<file path="src/rtl/return_axis_out_if.sv">
// return_axis_out_if: AXI-Stream bundle carrying the return path's output beats.
interface return_axis_out_if #(parameter int DATA_BYTES = 8);
  logic [DATA_BYTES*8-1:0] tdata;
  logic [DATA_BYTES-1:0]   tkeep;
  logic                    tlast;
  logic                    tvalid;
  logic                    tready;
  modport master(output tdata, tkeep, tlast, tvalid, input tready);
  modport slave(input tdata, tkeep, tlast, tvalid, output tready);
endinterface

</file>
<file path="src/rtl/return_axis_out.sv">
// return_axis_out: buffers return words in a FWFT ring and emits them as AXI-Stream packets.
// Define RETURN_AXIS_OUT_STATS_EN to enable the packet_count counter (tied to 0 otherwise).
module return_axis_out #(
  parameter int DATA_BYTES = 8,
  parameter int DEPTH = 16,
  parameter int STALL_SLACK = 4,
  localparam int LBW = $clog2(DATA_BYTES) + 1,
  localparam int AW = $clog2(DEPTH),
  localparam int CW = AW + 1
) (
  input  logic                    clk,
  input  logic                    reset,
  input  logic [DATA_BYTES*8-1:0] in_data,
  input  logic                    in_valid,
  input  logic                    in_last,
  input  logic [LBW-1:0]          in_last_bytes,
  output logic                    stall_out,
  return_axis_out_if.master       m_axis,
  output logic                    overflow,
  output logic [15:0]             packet_count
);
  typedef enum logic [1:0] {IDLE, ACTIVE, CLOSING} state_t;
  state_t state, state_nxt;
  logic [DATA_BYTES*8-1:0] mem_data [DEPTH];
  logic [DATA_BYTES-1:0]   mem_keep [DEPTH];
  logic                    mem_last [DEPTH];
  logic [AW-1:0] wr_ptr, rd_ptr;
  logic [CW-1:0] count, count_nxt;
  logic full, wr_en, rd_en;
  logic [LBW-1:0] nbytes;
  logic [DATA_BYTES-1:0] keep_in;
  assign full = count == CW'(DEPTH);
  assign wr_en = in_valid && !full;
  assign rd_en = m_axis.tvalid && m_axis.tready;
  assign count_nxt = count + CW'(wr_en) - CW'(rd_en);
  assign nbytes = in_last_bytes == '0 ? LBW'(DATA_BYTES) : in_last_bytes;
  always_comb
    for (int i = 0; i < DATA_BYTES; i++) keep_in[i] = !in_last || (i < int'(nbytes));
  assign m_axis.tvalid = count != '0;
  assign m_axis.tdata = mem_data[rd_ptr];
  assign m_axis.tkeep = mem_keep[rd_ptr];
  assign m_axis.tlast = mem_last[rd_ptr];
  // CLOSING holds off upstream until the whole packet has left the buffer
  assign stall_out = (CW'(DEPTH) - count) <= CW'(STALL_SLACK) || state == CLOSING;
  always_ff @(posedge clk)
    if (wr_en) begin
      mem_data[wr_ptr] <= in_data;
      mem_keep[wr_ptr] <= keep_in;
      mem_last[wr_ptr] <= in_last;
    end
  always_ff @(posedge clk)
    if (reset) begin
      state <= IDLE;
      wr_ptr <= '0;
      rd_ptr <= '0;
      count <= '0;
      overflow <= 1'b0;
    end else begin
      state <= state_nxt;
      wr_ptr <= wr_ptr + AW'(wr_en);
      rd_ptr <= rd_ptr + AW'(rd_en);
      count <= count_nxt;
      overflow <= overflow | (in_valid && full);
    end
  always_comb begin
    state_nxt = state;
    if (state == IDLE && wr_en) state_nxt = in_last ? CLOSING : ACTIVE;
    if (state == ACTIVE && wr_en && in_last) state_nxt = CLOSING;
    if (state == CLOSING && rd_en && m_axis.tlast)
      state_nxt = (wr_en && in_last) ? CLOSING : (count_nxt != '0 ? ACTIVE : IDLE);
  end
`ifdef RETURN_AXIS_OUT_STATS_EN
  always_ff @(posedge clk)
    if (reset) packet_count <= '0;
    else if (rd_en && m_axis.tlast) packet_count <= packet_count + 16'd1;
`else
  assign packet_count = '0;
`endif
endmodule

</file>
<file path="src/flat_wrapper.sv">
// flat-port wrapper written by rule: the top's interface ports become plain ports
module return_axis_out_flat 
#(
  parameter int DATA_BYTES = 8,
  parameter int DEPTH = 16,
  parameter int STALL_SLACK = 4,
  localparam int LBW = $clog2(DATA_BYTES) + 1,
  localparam int AW = $clog2(DEPTH),
  localparam int CW = AW + 1
)
  (clk, reset, in_data, in_valid, in_last, in_last_bytes, stall_out, overflow, packet_count, m_axis_tdata, m_axis_tkeep, m_axis_tlast, m_axis_tvalid, m_axis_tready);
  return_axis_out_if #(.DATA_BYTES(DATA_BYTES)) m_axis_i ();
  input  logic clk;
  input  logic reset;
  input  logic [DATA_BYTES*8-1:0] in_data;
  input  logic in_valid;
  input  logic in_last;
  input  logic [LBW-1:0] in_last_bytes;
  output logic stall_out;
  output logic overflow;
  output logic [15:0] packet_count;
  output wire logic [$bits(m_axis_i.tdata)-1:0] m_axis_tdata;
  output wire logic [$bits(m_axis_i.tkeep)-1:0] m_axis_tkeep;
  output wire logic [$bits(m_axis_i.tlast)-1:0] m_axis_tlast;
  output wire logic [$bits(m_axis_i.tvalid)-1:0] m_axis_tvalid;
  input wire logic [$bits(m_axis_i.tready)-1:0] m_axis_tready;
  assign m_axis_tdata = m_axis_i.tdata;
  assign m_axis_tkeep = m_axis_i.tkeep;
  assign m_axis_tlast = m_axis_i.tlast;
  assign m_axis_tvalid = m_axis_i.tvalid;
  assign m_axis_i.tready = m_axis_tready;
  return_axis_out #(.DATA_BYTES(DATA_BYTES), .DEPTH(DEPTH), .STALL_SLACK(STALL_SLACK)) u_core (.clk(clk), .reset(reset), .in_data(in_data), .in_valid(in_valid), .in_last(in_last), .in_last_bytes(in_last_bytes), .stall_out(stall_out), .m_axis(m_axis_i), .overflow(overflow), .packet_count(packet_count));
endmodule
</file>
<file path="config.mk">
export PLATFORM = sky130hd
export DESIGN_NAME = return_axis_out_flat
export DESIGN_NICKNAME = d
export VERILOG_FILES = /design/src/rtl/return_axis_out_if.sv /design/src/rtl/return_axis_out.sv /design/src/flat_wrapper.sv
export SDC_FILE = /design/constraint.sdc
export NUM_CORES = 1
export LEC_CHECK = 0
export CORE_MARGIN = 2
export CORE_UTILIZATION = 30
export CTS_CLUSTER_SIZE = 24
export DETAILED_ROUTE_END_ITERATION = 12
export PLACE_DENSITY = 0.46
export REMOVE_ABC_BUFFERS = 1
export SLEW_MARGIN = 20
export SYNTH_ARGS = -nofsm -noshare
export SYNTH_HDL_FRONTEND = slang
export SYNTH_SLANG_ARGS = --single-unit
</file>
<file path="constraint.sdc">
create_clock -name clk -period 10.1 [get_ports clk]
set_input_delay 1.515 -clock clk [delete_from_list [all_inputs] [get_ports clk]]
set_output_delay 1.515 -clock clk [all_outputs]
set_load 0.005 [all_outputs]
</file>
=== Yosys cells after proc, flatten, opt, wreduce, memory -nomap -nowiden ===
Memories as Yosys holds them, arrays and structs flattened. A register that Yosys moved wholly into a read port is not among the register bits.
Cells that the tools add are included.

* Register bits: 16
* Output and inout port bits: 92
* Word-level logic and storage cells: 63
* Input port bits: 73
* Memories kept: 3
* RAM bits: 1168

{| class="wikitable"
|+ Memory list
! name !! depth !! width !! read ports !! clocked after memory_dff !! wr ports !! line !! source
|-
| u_core.mem_data || 16 || 64 || 1 || 1 || 1 || return_axis_out.sv:24 || <nowiki>logic [DATA_BYTES*8-1:0] mem_data [DEPTH];</nowiki>
|-
| u_core.mem_keep || 16 || 8 || 1 || 1 || 1 || return_axis_out.sv:25 || <nowiki>logic [DATA_BYTES-1:0] mem_keep [DEPTH];</nowiki>
|-
| u_core.mem_last || 16 || 1 || 1 || 1 || 1 || return_axis_out.sv:26 || <nowiki>logic mem_last [DEPTH];</nowiki>
|}

* Reductions and logical operators: 25
* Equal/unequal tests: 3
* Muxes and demuxes: 12
* $add $sub $neg: 5
* Magnitude comparators: 9
* Bitwise logic cells: 1

{| class="wikitable"
|+ Operator list
! operator !! number
|-
| $lt A3 B4 Y1 const A || 4
|-
| $mux W4 || 4
|-
| $mux W2 || 5
|-
| $reduce_bool A5 Y1 || 2
|-
| $logic_and A1 B1 Y1 || 9
|-
| $logic_or A1 B1 Y1 || 9
|-
| $add A4 B1 Y4 || 2
|-
| $lt A1 B4 Y1 const A || 2
|-
| $lt A2 B4 Y1 const A || 2
|-
| $add A5 B1 Y5 || 1
|-
| $eq A5 B5 Y1 const B || 1
|-
| $le A5 B3 Y1 const B || 1
|-
| $sub A5 B1 Y5 || 1
|-
| $sub A5 B5 Y5 const A || 1
|-
| $logic_not A4 Y1 || 1
|-
| $mux W1 || 3
|-
| $reduce_bool A3 Y1 || 1
|-
| $eq A2 B1 Y1 const B || 1
|-
| $eq A2 B2 Y1 const B || 1
|-
| $logic_not A1 Y1 || 2
|-
| $logic_not A2 Y1 || 1
|-
| $or A1 B1 Y1 || 1
|}

=== Depth between registers and ports, before layout ===
Gate-level depths: netlist of the first run.

* Word-level depth: 9
* Depth in mapped cells: 13
* Gate-level depth less buffers: 13

=== Worst setup path before layout of the first run ===
Ideal clock, no wire load.

* Kind: input port to flip-flop
* Start: input in_valid
* End: memory u_core.mem_data[0][0] in the netlist's numbering, enable pin
* Path buffers: 1
* Required time: 9.506 ns
* Arrival: 7.360 ns
* Cell stages on the path: 4
* Setup slack: 2.146 ns
* Cell sequence: nor2b_1 > clkbuf_1 > or3b_2 > nor3_1

* Cells in the longest elaborated chain, start to end: 3

{| class="wikitable"
|+ RTL lines
! item !! line !! source
|-
| start, declared || flat_wrapper.sv:16 || <nowiki>input logic in_valid;</nowiki>
|-
| $logic_and A1 B1 Y1 || return_axis_out.sv:33 || <nowiki>assign wr_en = in_valid && !full;</nowiki>
|-
| $mux W1 || return_axis_out.sv:46 || <nowiki>if (wr_en) begin</nowiki>
|-
| $mux W1 (not written as such) || return_axis_out.sv:47 || <nowiki>mem_data[wr_ptr] <= in_data;</nowiki>
|-
| end, declared || return_axis_out.sv:24 ||
|}

No other way between the ends.

==> qor.txt, run 1 <==
FINAL LAYOUT
----------------------------------------------------------------------------------------------------
Area used by sequential logic in the layout                                             0.0354 sq mm
Area occupied by multi-input gates                                                      0.00917 sq mm
Layout cells sized above 1                                                                     0.282
Layout Nets                                                                                    2,121
Post-route design area                                                                  0.0531 sq mm
Synthesis-to-layout area growth                                                                18.0%
Final non-filler cell total                                                                    4,156
Number of fillers in the final layout                                                         13,700

TIMING
----------------------------------------------------------------------------------------------------
Post-Route Hold Slack                                                                       0.491 ns
Max Freq                                                                                     165 MHz
Clock skew                                                                                 0.0242 ns
Headroom to the max-slew limit                                                                 0.242
Finish-stage setup viols                                                                           0
Minimum clock period after layout                                                            6.05 ns
RSZ-0062 raised after global routing                                                              no
Period utilization                                                                             0.599
Count of final hold-check violations                                                               0
Minimum setup slack in the final design                                                      4.05 ns
Final Max Slew Viols                                                                               0
Slew of the pin with the lowest slew margin                                                  1.14 ns

SYNTH
----------------------------------------------------------------------------------------------------
Cell taking the most area after synthesis                                               sky130_fd_sc_hd__edfxtp_1
Multiplexer area fraction after synthesis                                                      0.182
Synthesis Warnings                                                                                 0
Syn Area/Cell                                                                             25.3 sq um
Area share of xor/xnor cells in the synthesized design                                       0.00195
Area share of the largest cell type after synthesis                                            0.780
Synth async-reset ratio                                                                            0
FF+latch count, synth                                                                          1,184
Sequential-to-total area share from yosys stat                                                 0.787
Post-synthesis adder-cell area fraction                                                      0.00351
Instance count of the mapped netlist                                                           1,779
Dominant synthesized flop cell                                                          sky130_fd_sc_hd__edfxtp_1
Synth top area cells                                                                    sky130_fd_sc_hd__edfxtp_1 78%, sky130_fd_sc_hd__mux4_2 18%, sky130_fd_sc_hd__dfxtp_1 0.71%, sky130_fd_sc_hd__buf_4 0.57%, sky130_fd_sc_hd__ha_1 0.31%
Simple-gate portion of the synthesized area                                                  0.00804
Library cells used by synthesis                                                                   38
Combinational family with the most area after synthesis                                 multiplexers
Post-synthesis compound-gate area fraction                                                   0.00292
Number of enable-type register cells in the synthesized netlist                                1,168
Post-synthesis instance area                                                            0.0450 sq mm

GRT
----------------------------------------------------------------------------------------------------
Largest net degree at the start of global routing                                                126
Number of global-route vias before repair                                                     21,400
Final global-route overflow total                                                                  0
Initial antenna violation count                                                                   13
Total GRT Usage                                                                                0.143
Global-route wire length before repair                                                        155 mm

FLOORPLANNING
----------------------------------------------------------------------------------------------------
Site row count                                                                                   142
Starting utilization of the core area                                                          0.301
Die area                                                                                 0.153 sq mm
Top-level port count                                                                             165
X dimension of the die                                                                   391 microns
Placeable core region                                                                    0.149 sq mm
DIE HEIGHT                                                                               391 microns

SETUP PATH
----------------------------------------------------------------------------------------------------
Signal arrival time at the worst endpoint                                                    4.53 ns
Data required time of the worst path                                                         8.59 ns
Worst R2R End                                                                           u_core.mem_keep[9][0]
Worst reg-to-reg path cell count                                                                   9
RR Startpoint                                                                           u_core.count[2]
CP Max Fanout                                                                                     38
Top cell family by delay on the critical path                                           buffers and inverters
Element type at the critical path start                                                    flip-flop
Logic depth of the worst path, buffers included                                                    5
Chain of cells forming the critical path                                                buf_4 > buf_4 > mux4_2 > mux4_2 > clkdlybuf4s50_1
Startpoint of the worst setup timing path                                               u_core.rd_ptr[0]
Critical path type                                                                           reg2out
Flop2flop setup slack                                                                        5.49 ns
Total buffers and inverters traversed by the critical path                                         3
Critical Path Sink Type                                                                  output port
Delay of the slowest cell on the worst path                                                  0.85 ns
Critical-path top delay cell                                                            sky130_fd_sc_hd__dfxtp_4

RUN
----------------------------------------------------------------------------------------------------
Max-cap check violation count                                                                      0

PLACED DESIGN
----------------------------------------------------------------------------------------------------
Worst-case setup slack after placement                                                       4.45 ns
Cell area reported after detailed placement                                             0.0490 sq mm
Routability cong.                                                                              0.709
Inst Count DP                                                                                  3,917
Number of buffers inserted by port buffering                                                     148
Hpwl dp                                                                                      55.1 mm

CLOCK NETWORK
----------------------------------------------------------------------------------------------------
Clock Sink Count                                                                               1,184
CTS HTree Levels                                                                                   4
Clock-pin slew reported for the worst setup and hold paths after clock tree synthesis        0.06 ns
Number of cells upsized or downsized after cts                                                     0
Bufs on Longest Clock Path                                                                         3
Hold bufs inserted after CTS                                                                       0
Root Buffer                                                                             sky130_fd_sc_hd__clkbuf_16
Clock Latency Late Sink                                                                      0.76 ns
Clock tree from TritonCTS                                                                      built
Number of buffers created by CTS                                                                 133
Setup repair bufs after CTS                                                                        0

PWR
----------------------------------------------------------------------------------------------------
Power per Cell Area                                                                      234 mW/mm^2
Leakage power                                                                              0.0158 uW
Worst supply voltage drop on vdd                                                              207 uV

ROUTE
----------------------------------------------------------------------------------------------------
Detailed-route vias per instance                                                                4.72
TritonRoute pass-1 iters                                                                           5
Remaining antenna violation count                                                                  0
Wire length reported by the detailed router                                                   108 mm
Iter 0 DRT Violations                                                                          1,628
DRC violation count after routing                                                                  0
Drt wl/cell                                                                             26.0 microns
Routed via count                                                                              19,600

HOLD PATH
----------------------------------------------------------------------------------------------------
Cell depth of the worst min-delay path                                                             2
Min-Delay Path Class                                                                         reg2reg
Worst Hold Path EP                                                                      u_core.overflow
Origin of the worst min-delay path                                                      u_core.overflow

RUN STATUS
----------------------------------------------------------------------------------------------------
Result of the run                                                                       finished clean

how the worst max path moves through the flow:
stage | to | slack (ns)
6_report | m_axis_tdata[6] | 4.05
5_1_grt | m_axis_tdata[6] | 3.69
4_1_cts | m_axis_tdata[6] | 3.87
3_5_place_dp | u_core.mem_keep[9][3] | 4.45
3_3_place_gp | u_core.mem_last[9] | 4.49
2_1_floorplan | m_axis_tdata[0] | -4.40
routing by layer:
metal	vias up	part of all wire	track usage
met3	139	0.052	0.0329
met4	12	0.017	0.0381
met1	10800	0.44	0.195
met2	470	0.49	0.230
li1	8205	-	-
met5	-	0.00073	0
where the power goes:
| part | total, uW | switching, uW | internal [uW] | leakage, uW |
|---|---|---|---|---|
| registers | 5670 | 107 | 5560 | 0.0107 |
| logic | 2250 | 1020 | 1230 | 0.00318 |
| clock network | 4480 | 1900 | 2570 | 0.00194 |
| total | 12400 | 3030 | 9370 | 0.0158 |
layout make-up:
| class | count | area share |
|---|---|---|
| clock buffers | 160 | 0.0654 |
| diodes | 7 | 0.000330 |
| inverters | 9 | 0.000637 |
| flip-flops and latches | 1184 | 0.667 |
| well taps | 2016 | 0.0475 |
| repair buffers | 193 | 0.0360 |
| clock inverters | 72 | 0.0100 |
| multi-input cells | 515 | 0.173 |
registers in the layout, indices dropped and copies added, names as in the netlist:
name	count
u_core.state	2
u_core.mem_last	16
u_core.overflow	1
u_core.rd_ptr	4
u_core.mem_keep	128
u_core.wr_ptr	4
u_core.count	5
u_core.mem_data	1024
cell usage after synthesis (2+ instances only):
cell / number
sky130_fd_sc_hd__mux2i_1: 9
sky130_fd_sc_hd__edfxtp_1: 1168
sky130_fd_sc_hd__nand3b_1: 2
sky130_fd_sc_hd__dfxtp_1: 16
sky130_fd_sc_hd__a22oi_1: 2
sky130_fd_sc_hd__nor2_1: 24
sky130_fd_sc_hd__inv_1: 9
sky130_fd_sc_hd__xor2_1: 5
sky130_fd_sc_hd__buf_6: 10
sky130_fd_sc_hd__buf_2: 13
sky130_fd_sc_hd__ha_1: 11
sky130_fd_sc_hd__nor2b_1: 10
sky130_fd_sc_hd__buf_4: 34
sky130_fd_sc_hd__conb_1: 2
sky130_fd_sc_hd__nand3_1: 8
sky130_fd_sc_hd__o21ai_0: 4
sky130_fd_sc_hd__xnor2_1: 5
sky130_fd_sc_hd__nor3_1: 5
sky130_fd_sc_hd__clkbuf_1: 28
sky130_fd_sc_hd__nand2b_1: 6
sky130_fd_sc_hd__nand2_1: 9
sky130_fd_sc_hd__mux4_2: 360
sky130_fd_sc_hd__and2_1: 3
sky130_fd_sc_hd__a21oi_1: 5
sky130_fd_sc_hd__buf_1: 16
sky130_fd_sc_hd__nor3b_1: 2
sky130_fd_sc_hd__or3b_2: 2
cells in the final DEF, fill, tap and decap left out, types with 3 or more instances in the layout:
master | Yosys | layout
sky130_fd_sc_hd__nand2b_1 | 6 | 6
sky130_fd_sc_hd__dfxtp_1 | 16 | 12
sky130_fd_sc_hd__ha_1 | 11 | 11
sky130_fd_sc_hd__buf_12 | 0 | 4
sky130_fd_sc_hd__clkbuf_16 | 0 | 135
sky130_fd_sc_hd__buf_4 | 34 | 39
sky130_fd_sc_hd__mux2i_1 | 9 | 9
sky130_fd_sc_hd__and2_1 | 3 | 3
sky130_fd_sc_hd__diode_2 | 0 | 7
sky130_fd_sc_hd__clkinvlp_4 | 0 | 6
sky130_fd_sc_hd__nand3_1 | 8 | 8
sky130_fd_sc_hd__nor2_1 | 24 | 12
sky130_fd_sc_hd__a21oi_1 | 5 | 5
sky130_fd_sc_hd__nand2_1 | 9 | 9
sky130_fd_sc_hd__clkinv_2 | 0 | 14
sky130_fd_sc_hd__edfxtp_1 | 1168 | 1168
sky130_fd_sc_hd__mux4_2 | 360 | 360
sky130_fd_sc_hd__conb_1 | 2 | 32
sky130_fd_sc_hd__nor2_4 | 0 | 12
sky130_fd_sc_hd__dfxtp_4 | 0 | 4
sky130_fd_sc_hd__nor2b_1 | 10 | 10
sky130_fd_sc_hd__inv_6 | 0 | 8
sky130_fd_sc_hd__inv_1 | 9 | 9
sky130_fd_sc_hd__xnor2_1 | 5 | 5
sky130_fd_sc_hd__clkdlybuf4s50_1 | 0 | 148
sky130_fd_sc_hd__xor2_1 | 5 | 5
sky130_fd_sc_hd__nor3_2 | 0 | 4
sky130_fd_sc_hd__clkinv_1 | 0 | 34
sky130_fd_sc_hd__o21ai_0 | 4 | 4
sky130_fd_sc_hd__clkbuf_1 | 28 | 25
sky130_fd_sc_hd__bufinv_16 | 0 | 5
worst reg2reg max path, stage by stage (launching register included):
cell	delay [ns]
sky130_fd_sc_hd__dfxtp_1	0.37
sky130_fd_sc_hd__inv_1	0.10
sky130_fd_sc_hd__ha_1	0.21
sky130_fd_sc_hd__nor3b_1	0.16
sky130_fd_sc_hd__ha_1	0.20
sky130_fd_sc_hd__nor2b_1	0.62
sky130_fd_sc_hd__or3b_2	0.64
sky130_fd_sc_hd__nor2_4	0.63
sky130_fd_sc_hd__buf_4	0.63
sky130_fd_sc_hd__buf_4	0.64
per-stage QoR:
stage                     setup TNS [ns]  total power (uW)   util
after CTS                              0             12600  0.355
after floorplan                  -335.41              7850      -
final                                  0             12400  0.355
after global placement                 0              8080  0.328
after detailed placement               0              8110  0.328
after global routing                   0             12900  0.355
logic make-up (layout without fill, tap and decap cells):
family,count (synthesis),in the layout
AO/OA/AOI/OAI,20,20
XOR/XNOR,10,10
adder cells (fa/ha/maj),12,12
buffers and inverters,110,434
flip-flops,1184,1184
multiplexers,369,369
other,2,39
AND/OR/NAND/NOR,72,72
No activity file was read; power rests on OpenSTA's default activity.
==> run 2, diff against run 1 <==
==> constraint.sdc (replaced) <==
create_clock -name clk -period 6.3 [get_ports clk]
set_input_delay 0.945 -clock clk [delete_from_list [all_inputs] [get_ports clk]]
set_output_delay 0.945 -clock clk [all_outputs]
set_load 0.005 [all_outputs]
==> qor.txt, run 2 (synthesis gave the netlist of run 1 again) <==
PWR
----------------------------------------------------------------------------------------------------
Internal power                                                                             15,100 uW   +61%
Net load switching power                                                                     4920 uW   +62%
Sequential cell fraction of total power                                                        0.453   -0.004
Power per Cell Area                                                                      375 mW/mm^2   +60%
Fraction of power consumed by combinational cells                                              0.184   +0.002
Worst supply voltage drop on vdd                                                              272 uV   +32%
Clk pwr share                                                                                  0.364   +0.003
Leakage power                                                                              0.0159 uW   +0.82%
Net switching fraction of the power                                                            0.246   +0.00162

FLOORPLANNING
----------------------------------------------------------------------------------------------------
Starting utilization of the core area                                                          0.301   unchanged
Top-level port count                                                                             165   unchanged
Site row count                                                                                   142   unchanged
X dimension of the die                                                                   391 microns   unchanged
Placeable core region                                                                    0.149 sq mm   unchanged
Die area                                                                                 0.153 sq mm   unchanged
DIE HEIGHT                                                                               391 microns   unchanged

RUN STATUS
----------------------------------------------------------------------------------------------------
Result of the run                                                                       finished clean

TIMING
----------------------------------------------------------------------------------------------------
RSZ-0062 raised after global routing                                                              no
Max Freq                                                                                     209 MHz
Finish-stage setup viols                                                                           0   unchanged
Minimum setup slack in the final design                                                      1.51 ns   -2.55 ns
Period utilization                                                                             0.761
Count of final hold-check violations                                                               0   unchanged
Headroom to the max-slew limit                                                                 0.327   +0.0853
Minimum clock period after layout                                                            4.79 ns
Post-Route Hold Slack                                                                       0.485 ns   -0.00694 ns
Final Max Slew Viols                                                                               0   unchanged
Slew of the pin with the lowest slew margin                                                  1.01 ns   -0.130 ns
Clock skew                                                                                 0.0193 ns   -0.00482 ns

FINAL LAYOUT
----------------------------------------------------------------------------------------------------
Largest registers ranked by flip-flop count                                             u_core.mem_data: 1024 flops, u_core.mem_keep: 128 flops, u_core.mem_last: 16 flops
Most common cell after layout, fill and taps aside                                      sky130_fd_sc_hd__edfxtp_1
Register bank with the most flops                                                       u_core.mem_data
Layout Nets                                                                                    2,126   +0.24%
Final design utilization                                                                       0.358   +0.00239
Synthesis-to-layout area growth                                                                18.8%
Layout cells sized above 1                                                                     0.285   +0.00295
Flip-flop count of the largest register, all copies and words added                            1,024   unchanged
Leading cell types in the layout, fill and taps excluded                                1,168 x sky130_fd_sc_hd__edfxtp_1, 360 x sky130_fd_sc_hd__mux4_2, 148 x sky130_fd_sc_hd__clkdlybuf4s50_1
Number of fillers in the final layout                                                         13,600   -0.67%

ROUTE
----------------------------------------------------------------------------------------------------
Iter 0 DRT Violations                                                                          1,581   -2.9%
Drt wl/cell                                                                             26.3 microns   +1.3%
Routed via count                                                                              19,700   +0.59%
TritonRoute pass-1 iters                                                                           5   unchanged
Wire length reported by the detailed router                                                   109 mm   +1.2%
DRC violation count after routing                                                                  0   unchanged
Remaining antenna violation count                                                                  0   unchanged
Detailed-route vias per instance                                                                4.75   +0.71%

CLOCK NETWORK
----------------------------------------------------------------------------------------------------
Setup repair bufs after CTS                                                                        0   unchanged
Clock-pin slew reported for the worst setup and hold paths after clock tree synthesis        0.06 ns   about the same
Clock Latency Late Sink                                                                      0.74 ns   -0.02 ns
Number of buffers created by CTS                                                                 131   -1.5%
Number of cells upsized or downsized after cts                                                     0   unchanged
Root Buffer                                                                             sky130_fd_sc_hd__clkbuf_16
CTS HTree Levels                                                                                   4   unchanged
Bufs on Longest Clock Path                                                                         3   unchanged
Clock Sink Count                                                                               1,184   unchanged
Clock tree from TritonCTS                                                                      built
Hold bufs inserted after CTS                                                                       0   unchanged

SETUP PATH
----------------------------------------------------------------------------------------------------
CP most frequent cell                                                                   sky130_fd_sc_hd__mux4_2
Element type at the critical path start                                                    flip-flop
Chain of cells forming the critical path                                                buf_12 > mux4_2 > mux4_2 > clkdlybuf4s50_1
CP Max Fanout                                                                                     73   +92%
Signal arrival time at the worst endpoint                                                    3.85 ns   -0.68 ns
Critical-path top delay cell                                                            sky130_fd_sc_hd__dfxtp_4
Data required time of the worst path                                                         5.35 ns   -3.24 ns
Critical Path Sink Type                                                                  output port
Worst reg-to-reg path cell count                                                                   9   unchanged
Delay of the slowest cell on the worst path                                                  0.73 ns   -0.12 ns
Critical path type                                                                           reg2out

GRT
----------------------------------------------------------------------------------------------------
Total GRT Usage                                                                                0.144   +0.000591
Number of global-route vias before repair                                                     21,300   -0.36%
Final global-route overflow total                                                                  0   unchanged
Initial antenna violation count                                                                   10   -3
Largest net degree at the start of global routing                                                 76   -40%
Global-route wire length before repair                                                        156 mm   about the same

HOLD PATH
----------------------------------------------------------------------------------------------------
Cell depth of the worst min-delay path                                                             2   unchanged
Min-Delay Path Class                                                                         reg2reg

RUN
----------------------------------------------------------------------------------------------------
Max-cap check violation count                                                                      0   unchanged

PLACED DESIGN
----------------------------------------------------------------------------------------------------
Routability cong.                                                                              0.694   -2.1%
Number of buffers inserted by port buffering                                                     148   unchanged
Worst-case setup slack after placement                                                       2.19 ns   -2.26 ns
Hpwl dp                                                                                      55.3 mm   +0.29%

run 2: cell count changes in the layout (fill, tap and decap cells not counted), moves of 3 or more:
cell	previous run	this run
sky130_fd_sc_hd__diode_2	7	3
sky130_fd_sc_hd__clkinv_1	34	29
sky130_fd_sc_hd__buf_4	39	27
sky130_fd_sc_hd__clkinvlp_4	6	3
sky130_fd_sc_hd__buf_12	4	23
sky130_fd_sc_hd__clkinv_8	2	6
sky130_fd_sc_hd__inv_6	8	4
run 2: cell type report:
| cell class | count | area, sq um | area share |
|---|---|---|---|
| Multi-Input combinational cell | 515 | 9170 | 0.172 |
| Clock inverter | 68 | 668 | 0.0125 |
| Sequential cell | 1184 | 35400 | 0.663 |
| Antenna cell | 3 | 7.51 | 0.000141 |
| Tap cell | 2016 | 2520 | 0.0472 |
| Clock buffer | 156 | 3410 | 0.0639 |
| Inverter | 9 | 33.8 | 0.000632 |
| Timing Repair Buffer | 200 | 2200 | 0.0412 |
run 2: metal layers:
layer / up-vias / wire length, microns / GRT usage
met5: - / 71 / 0
met4: 12 / 1910 / 0.0361
met3: 154 / 5340 / 0.0314
met2: 483 / 52400 / 0.229
met1: 10900 / 49600 / 0.200
li1: 8203 / - / -
run 2: worst max-delay path, delay by kind of cell (launching register included):
| family | cells | cell delay [ns] |
|---|---|---|
| flops | 1 | 0.73 |
| buf+inv | 2 | 0.95 |
| mux | 2 | 1.18 |
run 2: path summary, 6_finish.rpt:
path	start	endpoint	slack (ns)
min reg2reg	u_core.overflow	u_core.overflow	0.48
min	u_core.overflow	u_core.overflow	0.48
max	u_core.rd_ptr[0]	m_axis_tdata[26]	1.51
max reg2reg	u_core.count[3]	u_core.mem_data[8][5]	2.71
run 2: power by group through the flow:
stage                     combinational, uW  sequential, uW  clock [uW]
after floorplan                        2380            9490           0
after global placement                 3770            9210           0
after detailed placement               3800            9230           0
after CTS                              3820            9070        7490
after global routing                   3970            9080        7770
final                                  3680            9060        7280
run 2: metrics by stage:
| stage | area [sq um] | total power (uW) | setup TNS, ns | std cells |
|---|---|---|---|---|
| CTS | 53400 | 20400 | 0 | 4147 |
| finish | 53400 | 20000 | 0 | 4151 |
| floorplan | 44500 | 11900 | -854.98 | 1708 |
| global route | 53400 | 20800 | 0 | 4148 |
| global placement | 49200 | 13000 | 0 | 3920 |
| detailed placement | 49300 | 13000 | 0 | 3923 |
==> run 3, diff against run 2 <==
==> constraint.sdc (replaced) <==
create_clock -name clk -period 4.73 [get_ports clk]
set_input_delay 0.7095 -clock clk [delete_from_list [all_inputs] [get_ports clk]]
set_output_delay 0.7095 -clock clk [all_outputs]
set_load 0.005 [all_outputs]
==> qor.txt, run 3 (synthesis gave the netlist of run 1 again) <==
RUN STATUS
----------------------------------------------------------------------------------------------------
Result of the run                                                                       finished clean

ROUTE
----------------------------------------------------------------------------------------------------
Iter 0 DRT Violations                                                                          1,666   +5.4%
DRC violation count after routing                                                                  0   unchanged
Detailed-route vias per instance                                                                4.76   +0.14%
Wire length reported by the detailed router                                                   110 mm   +0.24%
TritonRoute pass-1 iters                                                                           5   unchanged
Drt wl/cell                                                                             26.3 microns   about the same
Routed via count                                                                              19,800   +0.45%
Remaining antenna violation count                                                                  0   unchanged

FLOORPLANNING
----------------------------------------------------------------------------------------------------
Top-level port count                                                                             165   unchanged
Starting utilization of the core area                                                          0.301   unchanged
Die area                                                                                 0.153 sq mm   unchanged
X dimension of the die                                                                   391 microns   unchanged
Placeable core region                                                                    0.149 sq mm   unchanged
Site row count                                                                                   142   unchanged
DIE HEIGHT                                                                               391 microns   unchanged

PWR
----------------------------------------------------------------------------------------------------
Worst supply voltage drop on vdd                                                              352 uV   +29%
Power per Cell Area                                                                      500 mW/mm^2   +33%
Leakage power                                                                              0.0160 uW   +0.26%

PLACED DESIGN
----------------------------------------------------------------------------------------------------
Routability cong.                                                                              0.699   +0.81%
Number of buffers inserted by port buffering                                                     148   unchanged
Hpwl dp                                                                                      52.9 mm   -4.2%

CLOCK NETWORK
----------------------------------------------------------------------------------------------------
Clock tree from TritonCTS                                                                      built
Number of buffers created by CTS                                                                 131   unchanged
Hold bufs inserted after CTS                                                                       0   unchanged
Number of cells upsized or downsized after cts                                                     0   unchanged
Clock Latency Late Sink                                                                      0.74 ns   about the same
Clock Sink Count                                                                               1,184   unchanged
Setup repair bufs after CTS                                                                        0   unchanged
Bufs on Longest Clock Path                                                                         3   unchanged
Clock-pin slew reported for the worst setup and hold paths after clock tree synthesis        0.06 ns   about the same
CTS HTree Levels                                                                                   4   unchanged
Root Buffer                                                                             sky130_fd_sc_hd__clkbuf_16

SETUP PATH
----------------------------------------------------------------------------------------------------
CP Max Fanout                                                                                     30   -59%
Critical-path top delay cell                                                            sky130_fd_sc_hd__dfxtp_4
CP most frequent cell                                                                   sky130_fd_sc_hd__mux4_2
Critical path type                                                                           reg2out
Worst reg-to-reg path cell count                                                                  12   +3
Data required time of the worst path                                                         4.02 ns   -1.33 ns
Critical Path Sink Type                                                                  output port
Worst R2R End                                                                           u_core.state[0]
Flop2flop setup slack                                                                        1.59 ns   -1.12 ns
Timing endpoint of the critical path                                                    m_axis_tdata[38]
Delay of the slowest cell on the worst path                                                  0.80 ns   +0.07 ns
RR Startpoint                                                                           u_core.count[3]
Startpoint of the worst setup timing path                                               u_core.rd_ptr[0]
Element type at the critical path start                                                    flip-flop
Chain of cells forming the critical path                                                buf_12 > buf_4 > mux4_2 > mux4_2 > clkdlybuf4s50_1
Signal arrival time at the worst endpoint                                                    3.66 ns   -0.19 ns

TIMING
----------------------------------------------------------------------------------------------------
Final Max Slew Viols                                                                               0   unchanged
Clock skew                                                                                 0.0216 ns   +0.00225 ns
Minimum clock period after layout                                                            4.37 ns
RSZ-0062 raised after global routing                                                              no
Headroom to the max-slew limit                                                                 0.407   +0.0801
Count of final hold-check violations                                                               0   unchanged
Finish-stage setup viols                                                                           0   unchanged
Post-Route Hold Slack                                                                       0.500 ns   +0.0159 ns
Slew of the pin with the lowest slew margin                                                 0.889 ns   -0.118 ns
Period utilization                                                                             0.925
Max Freq                                                                                     229 MHz

FINAL LAYOUT
----------------------------------------------------------------------------------------------------
Layout cells sized above 1                                                                     0.284   about the same
Synthesis-to-layout area growth                                                                19.0%
Leading cell types in the layout, fill and taps excluded                                1,168 x sky130_fd_sc_hd__edfxtp_1, 360 x sky130_fd_sc_hd__mux4_2, 148 x sky130_fd_sc_hd__clkdlybuf4s50_1
Register bank with the most flops                                                       u_core.mem_data
Largest registers ranked by flip-flop count                                             u_core.mem_data: 1024 flops, u_core.mem_keep: 128 flops, u_core.mem_last: 16 flops
Layout Nets                                                                                    2,127   +0.047%
Antenna diode count                                                                                0   -3
Most common cell after layout, fill and taps aside                                      sky130_fd_sc_hd__edfxtp_1
Final design utilization                                                                       0.358   +0.000620
Flip-flop count of the largest register, all copies and words added                            1,024   unchanged

GRT
----------------------------------------------------------------------------------------------------
Number of global-route vias before repair                                                     21,300   +0.061%
Initial antenna violation count                                                                   13   +3
Global-route wire length before repair                                                        156 mm   +0.43%
Largest net degree at the start of global routing                                                 76   unchanged
Total GRT Usage                                                                                0.144   +0.000707
Final global-route overflow total                                                                  0   unchanged

RUN
----------------------------------------------------------------------------------------------------
Max-cap check violation count                                                                      0   unchanged

HOLD PATH
----------------------------------------------------------------------------------------------------
Min-Delay Path Class                                                                         reg2reg

[run 3: cell types whose count changed in the layout (fill, tap and decap cells not counted), sizes merged]
cell / delta
bufinv: -1
clkbuf: +18
buf: +1
inv: -1
diode: -3
clkinvlp: -1
[run 3: layout make-up]
type	count	area, sq um
Fill cell	13500	95900
Clock inverter	65	536
Clock buffer	174	3570
Multi-Input combinational cell	515	9170
Inverter	9	33.8
Sequential cell	1184	35400
Tap cell	2016	2520
Timing Repair Buffer	201	2280
[run 3: worst min path at each step]
stage	startpoint	end	slack [ns]	cells past startpoint
final	u_core.overflow	u_core.overflow	0.50	2
after CTS	u_core.overflow	u_core.overflow	0.50	2
after floorplan	u_core.overflow	u_core.overflow	0.46	2
after global placement	u_core.overflow	u_core.overflow	0.47	2
after detailed placement	u_core.overflow	u_core.overflow	0.47	2
after global routing	u_core.overflow	u_core.overflow	0.54	2
[run 3: routing by layer]
| layer | vias up | part of all wire | wire length, microns | GRT usage |
|---|---|---|---|---|
| li1 | 8205 | - | - | - |
| met2 | 508 | 0.47 | 51700 | 0.226 |
| met3 | 164 | 0.053 | 5790 | 0.0333 |
| met4 | 22 | 0.021 | 2300 | 0.0423 |
| met5 | - | 0.0012 | 131 | 0 |
| met1 | 10900 | 0.45 | 49600 | 0.201 |
[run 3: report_power, final]
group	internal (uW)	switching (uW)	total, uW
clock network	5650	4060	9710
logic	2740	2250	4980
registers	11900	181	12000
[run 3: through the flow]
step                      area (sq um)  power, uW  instances  worst slack (ns)  setup TNS [ns]
final                            53500      26700       4164             0.357               0
after global routing             53500      27900       4164             0.139               0
after CTS                        53500      27200       4164             0.197               0
after detailed placement         49400      17400       3925              1.03               0
after global placement           49400      17400       3925              1.03               0
after floorplan                  44500      15200       1708             -8.97        -1799.39
[run 3: worst max-delay path: cells and delay by family (launching register included)]
kind	cells	cell delay, ns
muxes	2	1.04
DFF	1	0.80
buffers and inverters	3	1.03
